File: config.mk
export PLATFORM = sky130hd
export DESIGN_NAME = rv32_writeback_unit_flat
export DESIGN_NICKNAME = d
export VERILOG_FILES = /design/src/rtl/rv32_writeback_unit_if.sv /design/src/rtl/rv32_writeback_unit.sv /design/src/flat_wrapper.sv
export SDC_FILE = /design/constraint.sdc
export NUM_CORES = 1
export LEC_CHECK = 0
export BUFFER_PORTS_ARGS = -buffer_cell sky130_fd_sc_hd__buf_2
export CORE_MARGIN = 2
export CORE_UTILIZATION = 40
export DETAILED_ROUTE_END_ITERATION = 6
export PLACE_DENSITY_LB_ADDON = 0.15
export SLEW_MARGIN = 20
export SYNTH_ARGS = -nofsm -noshare
export SYNTH_HDL_FRONTEND = slang
export SYNTH_SLANG_ARGS = --single-unit
export TNS_END_PERCENT = 5
File: constraint.sdc
create_clock -name i_clk -period 3.4 [get_ports i_clk]
set_clock_uncertainty 0.2 [all_clocks]
set_input_delay 0.68 -clock i_clk [delete_from_list [all_inputs] [get_ports i_clk]]
set_output_delay 0.68 -clock i_clk [all_outputs]
set_load 0.02 [all_outputs]
File: src/rtl/rv32_writeback_unit_if.sv
// Bundle of the writeback unit's pipeline-facing signals: ALU results, load issue,
// memory responses, and the register-file write port with hazard outputs.
interface rv32_writeback_unit_if;
    // Handshakes: a transfer happens on a posedge where valid && ready are both 1.
    // ready depends only on registered occupancy. mem_rvalid has no ready and is always taken.
    logic        alu_valid;
    logic [4:0]  alu_rd;
    logic [31:0] alu_data;
    logic        alu_ready;
    logic        ld_issue_valid;
    logic [4:0]  ld_issue_rd;
    logic [2:0]  ld_issue_funct3;
    logic [1:0]  ld_issue_addr_lo;
    logic        ld_issue_ready;
    logic        mem_rvalid;
    logic [31:0] mem_rdata;
    logic        write_reg;
    logic [4:0]  sel_d1;
    logic [31:0] reg_d1;
    logic [31:0] rd_pending;
    logic        ld_err;

    modport master (
        output alu_valid, alu_rd, alu_data,
        output ld_issue_valid, ld_issue_rd, ld_issue_funct3, ld_issue_addr_lo,
        output mem_rvalid, mem_rdata,
        input  alu_ready, ld_issue_ready,
        input  write_reg, sel_d1, reg_d1, rd_pending, ld_err
    );

    modport slave (
        input  alu_valid, alu_rd, alu_data,
        input  ld_issue_valid, ld_issue_rd, ld_issue_funct3, ld_issue_addr_lo,
        input  mem_rvalid, mem_rdata,
        output alu_ready, ld_issue_ready,
        output write_reg, sel_d1, reg_d1, rd_pending, ld_err
    );
endinterface

File: src/rtl/rv32_writeback_unit.sv
// Register-file write-port driver. It merges in-order load responses with ALU results.
// ALU results that lose arbitration are parked in a FIFO so they are written in acceptance order.
module rv32_writeback_unit #(
    parameter int LDQ_DEPTH  = 4,
    parameter int ALUQ_DEPTH = 4
) (
    input logic                  i_clk,
    input logic                  i_rst_n,
    rv32_writeback_unit_if.slave io_wb
);
    localparam int LAW = $clog2(LDQ_DEPTH);
    localparam int AAW = $clog2(ALUQ_DEPTH);
    localparam logic [LAW:0] LD_FULL  = (LAW + 1)'(LDQ_DEPTH);
    localparam logic [AAW:0] ALU_FULL = (AAW + 1)'(ALUQ_DEPTH);

    logic [4:0]  r_ldq_rd   [LDQ_DEPTH];
    logic [2:0]  r_ldq_f3   [LDQ_DEPTH];
    logic [1:0]  r_ldq_lo   [LDQ_DEPTH];
    logic [LAW-1:0] r_ld_wp, r_ld_rp;
    logic [LAW:0]   r_ld_cnt;

    logic [4:0]  r_aluq_rd   [ALUQ_DEPTH];
    logic [31:0] r_aluq_data [ALUQ_DEPTH];
    logic [AAW-1:0] r_alu_wp, r_alu_rp;
    logic [AAW:0]   r_alu_cnt;

    logic        r_write_reg;
    logic [4:0]  r_sel_d1;
    logic [31:0] r_reg_d1;
    logic        r_ld_err;

    logic        w_ld_ready, w_ld_push, w_ld_pop;
    logic        w_alu_ready, w_alu_acc, w_alu_enq, w_alu_deq;
    logic [4:0]  w_head_rd;
    logic [2:0]  w_head_f3;
    logic [1:0]  w_head_lo;
    logic [7:0]  w_byte;
    logic [15:0] w_half;
    logic [31:0] w_ld_data;
    logic        w_win;
    logic [4:0]  w_win_rd;
    logic [31:0] w_win_data;
    logic [31:0] w_pend;

    assign w_ld_ready  = (r_ld_cnt < LD_FULL);
    assign w_ld_push   = io_wb.ld_issue_valid && w_ld_ready;
    assign w_ld_pop    = io_wb.mem_rvalid && (r_ld_cnt != '0);
    assign w_alu_ready = (r_alu_cnt < ALU_FULL);
    assign w_alu_acc   = io_wb.alu_valid && w_alu_ready;

    assign w_head_rd = r_ldq_rd[r_ld_rp];
    assign w_head_f3 = r_ldq_f3[r_ld_rp];
    assign w_head_lo = r_ldq_lo[r_ld_rp];
    assign w_byte    = io_wb.mem_rdata[{w_head_lo, 3'b000} +: 8];
    assign w_half    = io_wb.mem_rdata[{w_head_lo[1], 4'b0000} +: 16];

    always_comb begin
        w_ld_data = io_wb.mem_rdata;
        case (w_head_f3)
            3'b000:  w_ld_data = {{24{w_byte[7]}}, w_byte};
            3'b100:  w_ld_data = {24'b0, w_byte};
            3'b001:  w_ld_data = {{16{w_half[15]}}, w_half};
            3'b101:  w_ld_data = {16'b0, w_half};
            default: w_ld_data = io_wb.mem_rdata;
        endcase
    end

    // Load response beats queued ALU entries, which in turn beat a fresh ALU result.
    always_comb begin
        w_win      = 1'b0;
        w_win_rd   = 5'd0;
        w_win_data = 32'd0;
        w_alu_enq  = 1'b0;
        w_alu_deq  = 1'b0;
        if (w_ld_pop) begin
            w_win      = 1'b1;
            w_win_rd   = w_head_rd;
            w_win_data = w_ld_data;
            w_alu_enq  = w_alu_acc;
        end else if (r_alu_cnt != '0) begin
            w_win      = 1'b1;
            w_win_rd   = r_aluq_rd[r_alu_rp];
            w_win_data = r_aluq_data[r_alu_rp];
            w_alu_deq  = 1'b1;
            w_alu_enq  = w_alu_acc;
        end else if (w_alu_acc) begin
            w_win      = 1'b1;
            w_win_rd   = io_wb.alu_rd;
            w_win_data = io_wb.alu_data;
        end
    end

    always_comb begin
        w_pend = 32'd0;
        for (int i = 0; i < LDQ_DEPTH; i++) begin
            if ((LAW + 1)'(i) < r_ld_cnt) w_pend[r_ldq_rd[r_ld_rp + LAW'(i)]] = 1'b1;
        end
        for (int i = 0; i < ALUQ_DEPTH; i++) begin
            if ((AAW + 1)'(i) < r_alu_cnt) w_pend[r_aluq_rd[r_alu_rp + AAW'(i)]] = 1'b1;
        end
        w_pend[0] = 1'b0;
    end

    // Queue storage needs no reset; occupancy counters define which entries are live.
    always_ff @(posedge i_clk) begin
        if (w_ld_push) begin
            r_ldq_rd[r_ld_wp] <= io_wb.ld_issue_rd;
            r_ldq_f3[r_ld_wp] <= io_wb.ld_issue_funct3;
            r_ldq_lo[r_ld_wp] <= io_wb.ld_issue_addr_lo;
        end
        if (w_alu_enq) begin
            r_aluq_rd[r_alu_wp]   <= io_wb.alu_rd;
            r_aluq_data[r_alu_wp] <= io_wb.alu_data;
        end
    end

    always_ff @(posedge i_clk) begin
        if (!i_rst_n) begin
            r_ld_wp     <= '0;
            r_ld_rp     <= '0;
            r_ld_cnt    <= '0;
            r_alu_wp    <= '0;
            r_alu_rp    <= '0;
            r_alu_cnt   <= '0;
            r_write_reg <= 1'b0;
            r_sel_d1    <= 5'd0;
            r_reg_d1    <= 32'd0;
            r_ld_err    <= 1'b0;
        end else begin
            if (w_ld_push) r_ld_wp <= r_ld_wp + 1'b1;
            if (w_ld_pop)  r_ld_rp <= r_ld_rp + 1'b1;
            case ({w_ld_push, w_ld_pop})
                2'b10:   r_ld_cnt <= r_ld_cnt + 1'b1;
                2'b01:   r_ld_cnt <= r_ld_cnt - 1'b1;
                default: r_ld_cnt <= r_ld_cnt;
            endcase
            if (w_alu_enq) r_alu_wp <= r_alu_wp + 1'b1;
            if (w_alu_deq) r_alu_rp <= r_alu_rp + 1'b1;
            case ({w_alu_enq, w_alu_deq})
                2'b10:   r_alu_cnt <= r_alu_cnt + 1'b1;
                2'b01:   r_alu_cnt <= r_alu_cnt - 1'b1;
                default: r_alu_cnt <= r_alu_cnt;
            endcase
            r_write_reg <= w_win && (w_win_rd != 5'd0);
            r_sel_d1    <= w_win_rd;
            r_reg_d1    <= w_win_data;
            if (io_wb.mem_rvalid && (r_ld_cnt == '0)) r_ld_err <= 1'b1;
        end
    end

    assign io_wb.alu_ready      = w_alu_ready;
    assign io_wb.ld_issue_ready = w_ld_ready;
    assign io_wb.write_reg      = r_write_reg;
    assign io_wb.sel_d1         = r_sel_d1;
    assign io_wb.reg_d1         = r_reg_d1;
    assign io_wb.rd_pending     = w_pend;
    assign io_wb.ld_err         = r_ld_err;
endmodule

File: src/flat_wrapper.sv
// flat-port wrapper written by rule: the top's interface ports become plain ports
module rv32_writeback_unit_flat 
#(
    parameter int LDQ_DEPTH  = 4,
    parameter int ALUQ_DEPTH = 4
)
  (i_clk, i_rst_n, io_wb_alu_valid, io_wb_alu_rd, io_wb_alu_data, io_wb_ld_issue_valid, io_wb_ld_issue_rd, io_wb_ld_issue_funct3, io_wb_ld_issue_addr_lo, io_wb_mem_rvalid, io_wb_mem_rdata, io_wb_alu_ready, io_wb_ld_issue_ready, io_wb_write_reg, io_wb_sel_d1, io_wb_reg_d1, io_wb_rd_pending, io_wb_ld_err);
  rv32_writeback_unit_if io_wb_i ();
  input logic i_clk;
  input logic i_rst_n;
  input wire logic [$bits(io_wb_i.alu_valid)-1:0] io_wb_alu_valid;
  input wire logic [$bits(io_wb_i.alu_rd)-1:0] io_wb_alu_rd;
  input wire logic [$bits(io_wb_i.alu_data)-1:0] io_wb_alu_data;
  input wire logic [$bits(io_wb_i.ld_issue_valid)-1:0] io_wb_ld_issue_valid;
  input wire logic [$bits(io_wb_i.ld_issue_rd)-1:0] io_wb_ld_issue_rd;
  input wire logic [$bits(io_wb_i.ld_issue_funct3)-1:0] io_wb_ld_issue_funct3;
  input wire logic [$bits(io_wb_i.ld_issue_addr_lo)-1:0] io_wb_ld_issue_addr_lo;
  input wire logic [$bits(io_wb_i.mem_rvalid)-1:0] io_wb_mem_rvalid;
  input wire logic [$bits(io_wb_i.mem_rdata)-1:0] io_wb_mem_rdata;
  output wire logic [$bits(io_wb_i.alu_ready)-1:0] io_wb_alu_ready;
  output wire logic [$bits(io_wb_i.ld_issue_ready)-1:0] io_wb_ld_issue_ready;
  output wire logic [$bits(io_wb_i.write_reg)-1:0] io_wb_write_reg;
  output wire logic [$bits(io_wb_i.sel_d1)-1:0] io_wb_sel_d1;
  output wire logic [$bits(io_wb_i.reg_d1)-1:0] io_wb_reg_d1;
  output wire logic [$bits(io_wb_i.rd_pending)-1:0] io_wb_rd_pending;
  output wire logic [$bits(io_wb_i.ld_err)-1:0] io_wb_ld_err;
  assign io_wb_i.alu_valid = io_wb_alu_valid;
  assign io_wb_i.alu_rd = io_wb_alu_rd;
  assign io_wb_i.alu_data = io_wb_alu_data;
  assign io_wb_i.ld_issue_valid = io_wb_ld_issue_valid;
  assign io_wb_i.ld_issue_rd = io_wb_ld_issue_rd;
  assign io_wb_i.ld_issue_funct3 = io_wb_ld_issue_funct3;
  assign io_wb_i.ld_issue_addr_lo = io_wb_ld_issue_addr_lo;
  assign io_wb_i.mem_rvalid = io_wb_mem_rvalid;
  assign io_wb_i.mem_rdata = io_wb_mem_rdata;
  assign io_wb_alu_ready = io_wb_i.alu_ready;
  assign io_wb_ld_issue_ready = io_wb_i.ld_issue_ready;
  assign io_wb_write_reg = io_wb_i.write_reg;
  assign io_wb_sel_d1 = io_wb_i.sel_d1;
  assign io_wb_reg_d1 = io_wb_i.reg_d1;
  assign io_wb_rd_pending = io_wb_i.rd_pending;
  assign io_wb_ld_err = io_wb_i.ld_err;
  rv32_writeback_unit #(.LDQ_DEPTH(LDQ_DEPTH), .ALUQ_DEPTH(ALUQ_DEPTH)) u_core (.i_clk(i_clk), .i_rst_n(i_rst_n), .io_wb(io_wb_i));
endmodule
# Word-level counts from Yosys, hierarchy flattened
# Memory sizes are Yosys's and may differ from the RTL's. A register that Yosys moved wholly into a read port is not among the register bits.
# Cells that the tools add are included.
[classes] n_reduce_logical=20 bitwise=7 eq_ne=7 n_shift=2 addsub=12 muxes=54 n_lt_le_gt_ge=26
[op_table] cell="2-to-1 mux 32 bit" n=11
[op_table] cell="bitwise OR 32 bit" n=7
[op_table] cell="one-hot mux 32 bit (4 select lines)" n=1
[op_table] cell="< comparator 5 x 6 -> 1 bit, second input constant" n=8
[op_table] cell="demux 1 bit (select 5 bit)" n=8
[op_table] cell=">= comparator 5 x 1 -> 1 bit, second input constant" n=8
[op_table] cell="variable part select 32 x 6 -> 16 bit" n=1
[op_table] cell="variable part select 32 x 6 -> 8 bit" n=1
[op_table] cell="2-to-1 mux 2 bit" n=10
[op_table] cell="2-to-1 mux 1 bit" n=19
[op_table] cell="2-to-1 mux 5 bit" n=3
[op_table] cell="logical AND 1 bit" n=13
[op_table] cell="< comparator 1 x 3 -> 1 bit, first input constant" n=4
[op_table] cell="< comparator 2 x 3 -> 1 bit, first input constant" n=4
[op_table] cell="one-hot mux 3 bit (2 select lines)" n=2
[op_table] cell="adder 2 x 1 -> 2 bit, second input constant" n=4
[op_table] cell="adder 2 bit, second input constant" n=4
[op_table] cell="adder 3 x 1 -> 3 bit, second input constant" n=2
[op_table] cell="equality test 3 bit, second input constant" n=2
[op_table] cell="logical NOT 3 bit" n=2
[op_table] cell="< comparator 3 bit, second input constant" n=2
[op_table] cell="nonzero test 3 bit" n=2
[op_table] cell="subtractor 3 x 1 -> 3 bit, second input constant" n=2
[op_table] cell="nonzero test 5 bit" n=1
[op_table] cell="other kinds (4)" n=7
[word_totals] reg_bits=53 wordCells=143 mem_count=5 out_inout_bits=73 ramBits=188 in_bits=84
[mem_list] name="u_core.r_aluq_data" depth=4 word_bits=32 read_ports=1 rd_ports_with_merged_regs=1 wr=1 line="rv32_writeback_unit.sv:23" source="logic [31:0] r_aluq_data [ALUQ_DEPTH];"
[mem_list] name="u_core.r_aluq_rd" depth=4 word_bits=5 read_ports=4 rd_ports_with_merged_regs=1 wr=1 line="rv32_writeback_unit.sv:22" source="logic [4:0] r_aluq_rd [ALUQ_DEPTH];"
[mem_list] name="u_core.r_ldq_rd" depth=4 word_bits=5 read_ports=4 rd_ports_with_merged_regs=1 wr=1 line="rv32_writeback_unit.sv:16" source="logic [4:0] r_ldq_rd [LDQ_DEPTH];"
[mem_list] name="u_core.r_ldq_f3" depth=4 word_bits=3 read_ports=1 rd_ports_with_merged_regs=1 wr=1 line="rv32_writeback_unit.sv:17" source="logic [2:0] r_ldq_f3 [LDQ_DEPTH];"
[mem_list] name="u_core.r_ldq_lo" depth=4 word_bits=2 read_ports=1 rd_ports_with_merged_regs=1 wr=1 line="rv32_writeback_unit.sv:18" source="logic [1:0] r_ldq_lo [LDQ_DEPTH];"

# Longest topological paths before layout
# Gate-level depths: netlist of the first run.
# An unclocked memory read counts as a cell.
[depth] depth_word=20 depth_mapped=10 mapped_depth_nobuf=10

# Least setup slack after synthesis of the first run
# OpenSTA, ideal clock, no wires.
[synth_path] kind="register to register" start="register u_core.r_ld_cnt[0]" end="memory u_core.r_aluq_data[1][0], enable pin" setup_time_ns=0.398 synth_period_minus_slack_ns=3.202 path_stages_with_launch=7 t_required_ns=2.802 t_arrival_ns=2.604 path_slack_ns=0.198 path_cell_list="dfxtp_1 > inv_1 > ha_1 > nand2b_1 > nand2_1 > a211oi_1 > and2_1"
[synth_between] elab_chain_cells=5
[synth_rtl] element="start: declaration" line="rv32_writeback_unit.sv:20" source="logic [LAW:0] r_ld_cnt;"
[synth_rtl] element="start signal: assignment" line="rv32_writeback_unit.sv:133" source="2'b10: r_ld_cnt <= r_ld_cnt + 1'b1;"
[synth_rtl] element="start signal: assignment" line="rv32_writeback_unit.sv:134" source="2'b01: r_ld_cnt <= r_ld_cnt - 1'b1;"
[synth_rtl] element="start signal: assignment" line="rv32_writeback_unit.sv:135" source="default: r_ld_cnt <= r_ld_cnt;"
[synth_rtl] element="nonzero test 3 bit" line="rv32_writeback_unit.sv:47" source="assign w_ld_pop = io_wb.mem_rvalid && (r_ld_cnt != '0);"
[synth_rtl] element="logical AND 1 bit" line="rv32_writeback_unit.sv:47"
[synth_rtl] element="2-to-1 mux 1 bit" line="rv32_writeback_unit.sv:75" source="if (w_ld_pop) begin"
[synth_rtl] element="2-to-1 mux 1 bit" line="rv32_writeback_unit.sv:111" source="if (w_alu_enq) begin"
[synth_rtl] element="2-to-1 mux 1 bit (implied by the code)" line="rv32_writeback_unit.sv:113" source="r_aluq_data[r_alu_wp] <= io_wb.alu_data;"
[synth_rtl] element="end: declaration" line="rv32_writeback_unit.sv:23"
# Every way passes these cells.

# Worst setup path after layout of the first run
[layout_path] start="register u_core.r_alu_rp[0]" end="output port io_wb_rd_pending[17]"
[layout_between] elab_chain_cells=12 word_cells_on_any_way=25 classes_between="add/sub (3); order compare (6); mux (9); bitwise (3); reduce/logical (3); memory (1)"
[layout_rtl] element="start: declaration" line="rv32_writeback_unit.sv:24" source="logic [AAW-1:0] r_alu_wp, r_alu_rp;"
[layout_rtl] element="start signal: assignment" line="rv32_writeback_unit.sv:138" source="if (w_alu_deq) r_alu_rp <= r_alu_rp + 1'b1;"
[layout_rtl] element="adder 2 x 1 -> 2 bit" line="rv32_writeback_unit.sv:99" source="if ((AAW + 1)'(i) < r_alu_cnt) w_pend[r_aluq_rd[r_alu_rp + AAW'(i)]] = 1'b1;"
[layout_rtl] element="memory (4 x 5 bit) *"
[layout_rtl] element="< comparator 5 x 6 -> 1 bit (implied by the code) or >= comparator 5 x 1 -> 1 bit (tied branches)" line="rv32_writeback_unit.sv:99"
[layout_rtl] element="logical AND 1 bit (implied by the code)" line="rv32_writeback_unit.sv:99"
[layout_rtl] element="2-to-1 mux 1 bit (implied by the code)" line="rv32_writeback_unit.sv:99"
[layout_rtl] element="demux 1 bit (select 5 bit)"
[layout_rtl] element="bitwise OR 32 bit (no source line)"
[layout_rtl] element="2-to-1 mux 32 bit" line="rv32_writeback_unit.sv:99"
[layout_rtl] element="bitwise OR 32 bit (no source line)"
[layout_rtl] element="2-to-1 mux 32 bit" line="rv32_writeback_unit.sv:99"
[layout_rtl] element="bitwise OR 32 bit (no source line)"
[layout_rtl] element="2-to-1 mux 32 bit *" line="rv32_writeback_unit.sv:99"
[layout_rtl] element="end: declaration" line="flat_wrapper.sv:25" source="output wire logic [$bits(io_wb_i.rd_pending)-1:0] io_wb_rd_pending;"
# Mark *: on every way between the ends. The rest lies on a longest branch, timed or not.

==> results of run 1 <==
[cell usage in the layout, fill, tap and decap left out, types with 22 or more instances in the layout]
master	count
a21oi_1	77
a22o_1	23
buf_2	137
buf_4	116
buf_6	22
clkbuf_16	26
dfxtp_1	51
edfxtp_1	188
inv_1	22
mux2i_1	27
mux4_2	73
nand2_1	33
nand3_1	29
nor2_1	75
nor3_1	23
o21ai_0	33
o22ai_1	34
[logic make-up after synthesis]
kind of cell	after synthesis	synth area share
fa+ha+maj	18	0.0172
buf+inv	82	0.0294
compound gates	271	0.138
simple gates	300	0.124
other cells	1	0.000287
xor+xnor	10	0.00670
mux	112	0.165
flops	245	0.519
[worst min-delay path by stage]
stage	startpoint	endpoint	depth (start not counted)
after floorplan	u_core.r_alu_wp[1]	u_core.r_alu_wp[1]	2
after global placement	u_core.io_wb.ld_err	u_core.io_wb.ld_err	2
after detailed placement	u_core.io_wb.ld_err	u_core.io_wb.ld_err	2
after CTS	io_wb_alu_data[12]	u_core.r_aluq_data[3][12]	1
after global routing	io_wb_alu_data[4]	u_core.r_aluq_data[3][4]	1
final	io_wb_alu_data[5]	u_core.r_aluq_data[3][5]	1
[layout make-up]
type                            instances  area, µm²  area share
Timing Repair Buffer                  285       2020       0.122
Tap cell                              442        553      0.0334
Antenna cell                            1       2.50    0.000151
Sequential cell                       245       6800       0.411
Multi-Input combinational cell        712       6190       0.374
Clock inverter                          9        143     0.00862
Clock buffer                           37        752      0.0454
Inverter                               24       90.1     0.00544
[routing by layer]
metal,track usage,routed length (µm),up-vias
li1,-,-,4671
met1,0.350,18200,5177
met2,0.417,20700,505
met3,0.0421,3250,137
met4,0.0987,1800,4
met5,0,21,-
[power groups by stage]
| stage | sequential (µW) | combinational [µW] | clock [µW] |
|---|---|---|---|
| floorplan | 4320 | 3910 | 0 |
| global placement | 4180 | 6590 | 0 |
| detailed placement | 4180 | 6570 | 0 |
| CTS | 4150 | 7170 | 2970 |
| global route | 4200 | 7800 | 3090 |
| finish | 4140 | 7320 | 2920 |
[cell usage after synthesis, types with 5 or more instances]
library cell and count:
edfxtp_1 188, a21oi_1 78, nor2_1 78, dfxtp_1 57, mux4_2 52, o22ai_1 42, clkbuf_1 35, nand2_1 34
nand3_1 34, o21ai_0 34, nor3_1 28, mux2i_1 27, a211oi_1 26, nand2b_1 24, a22o_1 23, inv_1 23
mux4_1 22, nand3b_1 20, ha_1 18, o32ai_1 15, or3_1 15, or3b_2 14, and2_1 13, buf_2 12
mux2_2 10, a22oi_1 8, nor3b_1 7, nand4_1 6, nor2b_1 6, a221oi_1 5, xnor2_1 5, xor2_1 5
[through the flow]
step                 util  setup WS, ns  hold slack [ns]  TNS (ns)
floorplan               -         0.198            0.314         0
global placement    0.462       -0.0168            0.246   -0.0168
detailed placement  0.462      -0.00256            0.271  -0.00256
CTS                 0.508        -0.327            0.145     -6.01
global route        0.511        -0.349            0.159     -8.13
finish              0.511        -0.288            0.172     -5.71
[repair_timing]
action	CTS	global route
setup buffers	26	3
gates cloned	2	0
setup endpoints to repair	31	31
resized for setup	124	25
pin swaps	18	6
==> results.tsv, run 1 <==
stage	metric	value	unit
synth	synth-async-reset-ratio	0	
critical_path	rr_worst_depth	8	
sta	final_max_slew_viol_count	0	
drt	drc	0	
run_status	failed_checks	setup timing	
drt	via_count	10494	
critical_path	cp_data_required_time	2.52	ns
finish	fillers	2955	
synth	yosys.area.top_type_share	0.432	
critical_path	reg2reg_to	u_core.r_aluq_data[0][21]	
drt	vias_per_cell	5.98	
clock_network	holdBufCountCts	0	
drt	drt-wirelength-per-cell	25.1	µm
synth	synth-seq-cells	245	
drt	routed_wl	44000	µm
critical_path	crit_arrival	2.81	ns
placement	gp_congestion	1.00	
pwr	power_density	869	nW/µm²
clock_network	numCtsBuffers	25	
global_routing	grt_overflow	0	
synth	synth-edff-count	188	
global_routing	grt_pass1_vias	10539	
synth	synth_area_leader_cell	edfxtp_1	
clock_network	ctsLongestPathBuffers	3	
pwr	clkPwrFrac	0.203	
pwr	switching_share	0.399	
finish	area_growth	26.7	%
critical_path	cp.depth	7	
critical_path	crit_start	u_core.r_alu_rp[0]	
synth	ys_warn_count	0	
floorplan	start_util	0.404	
synth	synth_ff_type	edfxtp_1	
sta	rsz0062_at_grt	true	
finish	regMostFlops	u_core.r_aluq_data	
clock_network	clock_sinks	245	
critical_path	end_kind	primary output	
sta	timing.final.crit_period	3.69	ns
clock_network	cts_root_buffer	clkbuf_16	
pwr	static-leakage-power	0.00596	µW
global_routing	grt_use_total	0.258	
critical_path	max_stage_delay	0.59	ns
finish	instances_no_fill	1755	
placement	dp_hpwl	31600	µm
placement	dp.cells	1678	
critical_path	critical_path.max_fanout	8	
floorplan	ioPinCount	157	
hold_path	hold_path_class	input pin to register	
finish	drive_above_1_share	0.386	
synth	syn_nets	1141	
critical_path	worstPathCellList	buf_12 > mux4_2 > or3b_4 > o22ai_2 > a221o_1 > or3_4 > buf_6	
critical_path	worst-path-buf-inv	2	
global_routing	grt_pass1_wl	65700	µm
finish	fin_nets	1395	
pwr	internal-power	8650	µW
drt	antenna_left	0	
critical_path	critPathKind	register to primary output	
synth	synthCells	1039	
clock_network	cts_tree	built	
critical_path	cp_top_family	simple AND/OR/NAND/NOR gates	
sta	relSlewSlack	0.460	
floorplan	rows	66	
sta	max_clock_freq	271	MHz
sta	final-setup-viol-count	31	
pwr	irDropWorstVdd	471	µV
critical_path	worstReg2RegStart	u_core.r_ld_cnt[0]	
sta	finalHoldViolCount	0	
finish	fin_area	16600	µm²
critical_path	critPathCapture	io_wb_rd_pending[17]	
pwr	seqPwrFrac	0.288	
clock_network	cts.reportedPaths.clkPinSlew	0.06	ns
clock_network	clock_latency	0.54	ns
run_status	status	complete, but fails checks	
synth	synth_area	13100	µm²
pwr	power	14400	µW
placement	placed_area	15000	µm²
synth	synth_cell_types	72	
critical_path	slowest_stage	mux4_2	
sta	tightest_slew	0.809	ns
floorplan	die_w	185	µm
synth	yosys-top-cells-area	edfxtp_1 43%, mux4_2 9.0%, dfxtp_1 8.7%, mux4_1 4.4%, a21oi_1 3.0%	
drt	drtIter0Drc	864	
global_routing	antenna_found_initial	3	
synth	avgSynthCellArea	12.6	µm²
finish	largest_reg_flops	128	
pwr	combPwrFrac	0.509	
floorplan	die_h	185	µm
placement	port_buffers	155	
clock_network	htreeDepth	1	
floorplan	core	32400	µm²
sta	finalWorstSetupSlack	-0.288	ns
synth	ys_seq_area_frac	0.519	
flow_run	maxCapViolCount	0	
critical_path	cp-start-kind	register	
critical_path	reg2reg_slack	0.37	ns
sta	period_share	1.08	
floorplan	die_area	34100	µm²
global_routing	grt_max_degree	29	
pwr	p_sw	5740	µW
drt	drt-pass1-iter-count	6	
(Power assumes the default switching activity.)
==> run 2: changes to the inputs <==
Settings changed: TNS_END_PERCENT 5 to not set.
==> run 2 against run 1 <==
- the flow still finishes with violations (setup timing)
- via count is 3.5% higher
- cell count rose by 3.2%
- die area unchanged
- non-clock buffer count rose by 56
- largest power group unchanged
==> results.tsv, run 2 (synthesized netlist as in run 1, its figures left out) <==
stage	metric	value	unit	change
run_status	status	complete, but fails checks		
run_status	failed_checks	setup timing		
global_routing	globalRouteMet2Util	0.423		+0.00526
finish	drive_above_1_share	0.448		+0.0621
global_routing	grt_max_degree	29		unchanged
sta	rsz0062_at_grt	true		
placement	port_buffers	155		unchanged
global_routing	top_usage_layer	met2		
global_routing	grt_pass1_wl	66600	µm	+1.4%
critical_path	end_kind	primary output		
sta	period_share	1.09		+0.00827
sta	finalHoldViolCount	0		unchanged
pwr	p_sw	6000	µW	+4.6%
floorplan	start_util	0.404		unchanged
pwr	internal-power	9080	µW	+5.0%
clock_network	numCtsBuffers	25		unchanged
clock_network	ctsLongestPathBuffers	3		unchanged
sta	finalWorstSetupSlack	-0.317	ns	-0.0281 ns
drt	drc	0		unchanged
pwr	clkPwrFrac	0.194		-0.009
global_routing	grt_use_total	0.262		+0.00346
pwr	seqPwrFrac	0.275		-0.013
drt	drtIter0Drc	976		+13%
sta	relSlewSlack	0.472		+0.0120
sta	final-setup-viol-count	31		unchanged
floorplan	die_w	185	µm	unchanged
drt	routed_wl	45300	µm	+3.0%
clock_network	clock_latency	0.54	ns	about the same
finish	final_cell_mix	188 x edfxtp_1, 151 x buf_4, 126 x buf_2		
critical_path	critical_path.max_fanout	8		unchanged
pwr	static-leakage-power	0.00634	µW	+6.4%
critical_path	cp_data_required_time	2.52	ns	about the same
sta	timing.final.crit_period	3.72	ns	+0.0281 ns
drt	drt-pass1-iter-count	7		+1
finish	fin_nets	1452		+4.1%
hold_path	hold_path_class	input pin to register		
pwr	switching_share	0.398		-0.000971
global_routing	grtUsageMet1	0.349		-0.00177
critical_path	crit_arrival	2.84	ns	+0.03 ns
sta	hold-worst-slack	0.168	ns	-0.00401 ns
sta	tightest_slew	0.791	ns	-0.0180 ns
floorplan	rows	66		unchanged
critical_path	critPathKind	register to primary output		
hold_path	hp-start	io_wb_alu_data[12]		
finish	final_util	0.540		+0.0282
finish	area_growth	33.7	%	
global_routing	grt_overflow	0		unchanged
global_routing	grtUsageMet3	0.0437		+0.00158
clock_network	htreeDepth	1		unchanged
critical_path	worstReg2RegStart	u_core.r_ld_cnt[0]		
clock_network	clock_sinks	245		unchanged
sta	final_max_slew_viol_count	0		unchanged
floorplan	die_area	34100	µm²	unchanged
floorplan	die_h	185	µm	unchanged
floorplan	ioPinCount	157		unchanged
drt	vias_per_cell	6.00		+0.27%
clock_network	cts.reportedPaths.clkPinSlew	0.07	ns	about the same
global_routing	grt_pass1_vias	10842		+2.9%
clock_network	holdBufCountCts	0		unchanged
finish	layout_commonest_cell	edfxtp_1		
sta	max_clock_freq	269	MHz	-0.76%
placement	gp_congestion	1.00		unchanged
drt	antenna_left	0		unchanged
pwr	power_density	864	nW/µm²	-0.61%
finish	largest_reg_flops	128		unchanged
flow_run	maxCapViolCount	0		unchanged
pwr	combPwrFrac	0.531		+0.022
drt	via_count	10864		+3.5%
floorplan	core	32400	µm²	unchanged
global_routing	antenna_found_initial	3		unchanged
placement	dp_hpwl	31600	µm	unchanged
placement	post-place-ws	-0.00256	ns	unchanged
clock_network	cts_root_buffer	clkbuf_16		
drt	drt-wirelength-per-cell	25.0	µm	-0.21%
critical_path	cp-start-kind	register		
finish	regMostFlops	u_core.r_aluq_data		
pwr	irDropWorstVdd	471	µV	+0.14%
clock_network	cts_tree	built		
critical_path	crit_start	u_core.r_ld_rp[0]		
==> run 2: area by class of cell <==
class | instances | area, µm²
clock buffers | 37 | 752
multi-input cells | 713 | 6530
repair buffers | 341 | 2590
clock inverters | 9 | 143
inverters | 24 | 92.6
flip-flops and latches | 245 | 6810
well taps | 442 | 553
fillers | 2882 | 14900
diodes | 1 | 2.50
==> run 2: metrics by stage <==
stage | total power, µW | cell area (µm²) | TNS (ns) | cells
floorplan | 8230 | 13100 | 0 | 1039
global placement | 10800 | 15000 | -0.0168 | 1678
detailed placement | 10800 | 15000 | -0.00256 | 1678
CTS | 14700 | 16900 | -6.32 | 1784
global route | 15800 | 17500 | -7.92 | 1811
finish | 15100 | 17500 | -5.82 | 1812
==> run 2: worst max-delay path, stage by stage, from the launching register on <==
cell and delay (ns):
dfxtp_4 0.39, buf_12 0.14, mux4_2 0.58, or3b_4 0.33
o22ai_2 0.08, a221o_1 0.26, or3_4 0.38, buf_6 0.14
==> run 2: final timing paths <==
path	slack [ns]	endpoint	depth (start not counted)
worst max-delay path	-0.32	io_wb_rd_pending[17]	7
worst min register to register	0.28	u_core.io_wb.ld_err	2
worst min-delay path	0.17	u_core.r_aluq_data[1][12]	1
worst max register to register	0.35	u_core.r_aluq_data[2][21]	8
==> run 2: power groups by stage <==
| stage | registers, µW | clock network, µW | logic [µW] |
|---|---|---|---|
| final | 4150 | 2920 | 8010 |
| after global routing | 4210 | 3090 | 8490 |
| after CTS | 4140 | 2970 | 7550 |
| after detailed placement | 4180 | 0 | 6570 |
| after global placement | 4180 | 0 | 6590 |
| after floorplan | 4320 | 0 | 3910 |
==> run 2: per-layer routing <==
metal | part of all wire | vias up
met4 | 0.046 | 4
met5 | 0.00033 | -
li1 | - | 4794
met1 | 0.41 | 5398
met3 | 0.071 | 140
met2 | 0.47 | 528
==> run 2: what timing repair did <==
action | CTS | global route
pin swaps | 42 | 44
hold endpoints to repair | 0 | 0
cloned | 2 | 1
gates resized for setup | 183 | 77
setup endpoints to repair | 31 | 31
setup buffers | 59 | 29
==> run 3: changes to the inputs <==
Settings changed: PLACE_DENSITY set to 0.62, PLACE_DENSITY_LB_ADDON 0.15 to not set.
==> run 3 against run 2 <==
- the flow still finishes with violations (setup timing)
- final area increased by 1.2%
- hold slack better by 0.0044 ns
- maximum frequency up 1.2%
- core utilization increased by 0.66 points
- global-route usage barely moved
- total power decreased by 0.45%
- largest power group unchanged
- critical path type unchanged
==> results.tsv, run 3 (synthesized netlist as in run 1, its figures left out) <==
stage	metric	value	unit	change
run_status	status	complete, but fails checks		
run_status	failed_checks	setup timing		
finish	layout_commonest_cell	edfxtp_1		
pwr	irDropWorstVdd	479	µV	+1.6%
clock_network	numCtsBuffers	25		unchanged
finish	fin_nets	1470		+1.2%
floorplan	die_w	185	µm	unchanged
critical_path	crit_arrival	2.79	ns	-0.05 ns
critical_path	cp.depth	7		unchanged
finish	fin_area	17700	µm²	+1.2%
floorplan	die_area	34100	µm²	unchanged
sta	final_max_slew_viol_count	0		unchanged
finish	regMostFlops	u_core.r_aluq_data		
sta	finalWorstSetupSlack	-0.271	ns	+0.0455 ns
sta	rsz0062_at_grt	true		
drt	drc	0		unchanged
drt	drt-wirelength-per-cell	24.8	µm	-0.86%
global_routing	grt_pass1_wl	66500	µm	-0.21%
clock_network	cts_tree	built		
critical_path	end_kind	primary output		
sta	timing.final.crit_period	3.67	ns	-0.0455 ns
placement	port_buffers	155		unchanged
critical_path	cp_data_required_time	2.52	ns	about the same
floorplan	die_h	185	µm	unchanged
critical_path	slowest_stage	mux4_2		
finish	drive_above_1_share	0.465		+0.0173
clock_network	clock_sinks	245		unchanged
hold_path	worstHoldPathCells	1		unchanged
finish	final_cell_mix	188 x edfxtp_1, 150 x buf_4, 127 x buf_2		
critical_path	cp_common_cell	buf_6		
sta	finalHoldViolCount	0		unchanged
global_routing	grt_overflow	0		unchanged
drt	routed_wl	45400	µm	+0.18%
pwr	static-leakage-power	0.00643	µW	+1.4%
drt	drt-pass1-iter-count	5		-2
pwr	power_density	849	nW/µm²	-1.6%
clock_network	clock_latency	0.53	ns	about the same
clock_network	cts.reportedPaths.clkPinSlew	0.06	ns	about the same
placement	placed_area	15100	µm²	+0.87%
drt	antenna_left	0		unchanged
critical_path	rr_worst_depth	9		+1
sta	period_share	1.08		-0.0134
floorplan	start_util	0.404		unchanged
finish	final_util	0.546		+0.00657
drt	drtIter0Drc	1050		+7.6%
critical_path	worst-path-buf-inv	2		unchanged
clock_network	htreeDepth	1		unchanged
floorplan	core	32400	µm²	unchanged
drt	via_count	10965		+0.93%
global_routing	grt_use_total	0.261		-0.000430
critical_path	cp_top_family	simple AND/OR/NAND/NOR gates		
placement	dp_hpwl	32200	µm	+2.0%
drt	vias_per_cell	5.99		-0.12%
finish	fillers	2746		-4.7%
placement	gp_congestion	0.992		-1.1%
placement	post-place-ws	-0.0252	ns	-0.0226 ns
critical_path	critPathKind	register to primary output		
finish	largest_reg_flops	128		unchanged
clock_network	ctsLongestPathBuffers	3		unchanged
flow_run	maxCapViolCount	0		unchanged
global_routing	grt_max_degree	33		+14%
finish	area_growth	35.3	%	
critical_path	max_stage_delay	0.57	ns	about the same
global_routing	grt_pass1_vias	10780		-0.57%
finish	instances_no_fill	1831		+1.0%
critical_path	worstPathCellList	buf_6 > mux4_2 > or3b_4 > o22ai_2 > a221o_1 > or3_4 > buf_6		
hold_path	hold_path_class	input pin to register		
critical_path	critical_path.max_fanout	6		-2
floorplan	rows	66		unchanged
placement	dp.cells	1697		+1.1%
global_routing	antenna_found_initial	5		+2
clock_network	holdBufCountCts	0		unchanged
critical_path	cp-start-kind	register		
sta	relSlewSlack	0.440		-0.0317
sta	final-setup-viol-count	31		unchanged
sta	max_clock_freq	272	MHz	+1.2%
sta	tightest_slew	0.838	ns	+0.0467 ns
floorplan	ioPinCount	157		unchanged
clock_network	cts_root_buffer	clkbuf_16		
==> run 3: path summary, 6_finish.rpt <==
check / from / end / slack [ns]
hold / removal: io_wb_ld_issue_addr_lo[1] / u_core.r_ldq_lo[0][1] / 0.17
hold reg to reg: u_core.io_wb.ld_err / u_core.io_wb.ld_err / 0.32
setup reg to reg: u_core.r_ld_cnt[0] / u_core.io_wb.reg_d1[7] / 0.31
setup / recovery: u_core.r_alu_rp[0] / io_wb_rd_pending[17] / -0.27
==> run 3: power by group <==
group | switching, µW | internal [µW]
clock network | 1130 | 1520
registers | 300 | 3840
logic | 4650 | 3570
==> run 3: area by class of cell <==
cell class | instances | area, µm² | share of cell area
Antenna cell | 2 | 5.00 | 0.000283
Multi-Input combinational cell | 713 | 6660 | 0.377
Clock buffer | 38 | 746 | 0.0422
Inverter | 24 | 92.6 | 0.00524
Timing Repair Buffer | 359 | 2760 | 0.156
Sequential cell | 245 | 6810 | 0.385
Clock inverter | 8 | 56.3 | 0.00318
Tap cell | 442 | 553 | 0.0313
==> run 3: repair_timing <==
action                     in CTS  in global routing
gates resized for setup       192                115
pin swaps                      36                 62
setup buffers                  61                 26
cloned                          2                  0
setup endpoints to repair      31                 31
==> run 3: metal layers <==
layer,GRT usage,share of wire,wire length [µm]
met3,0.0433,0.082,3700
met5,0,0.00090,41
met1,0.347,0.40,18000
met2,0.420,0.47,21400
met4,0.122,0.049,2240
==> run 3: metrics by stage <==
step,power (µW),TNS [ns],hold slack [ns]
3_3_place_gp,10800,-0.0539,0.295
2_1_floorplan,8230,0,0.314
3_5_place_dp,10800,-0.0252,0.310
6_report,15000,-4.87,0.172
5_1_grt,15700,-6.98,0.159
4_1_cts,14500,-5.08,0.154
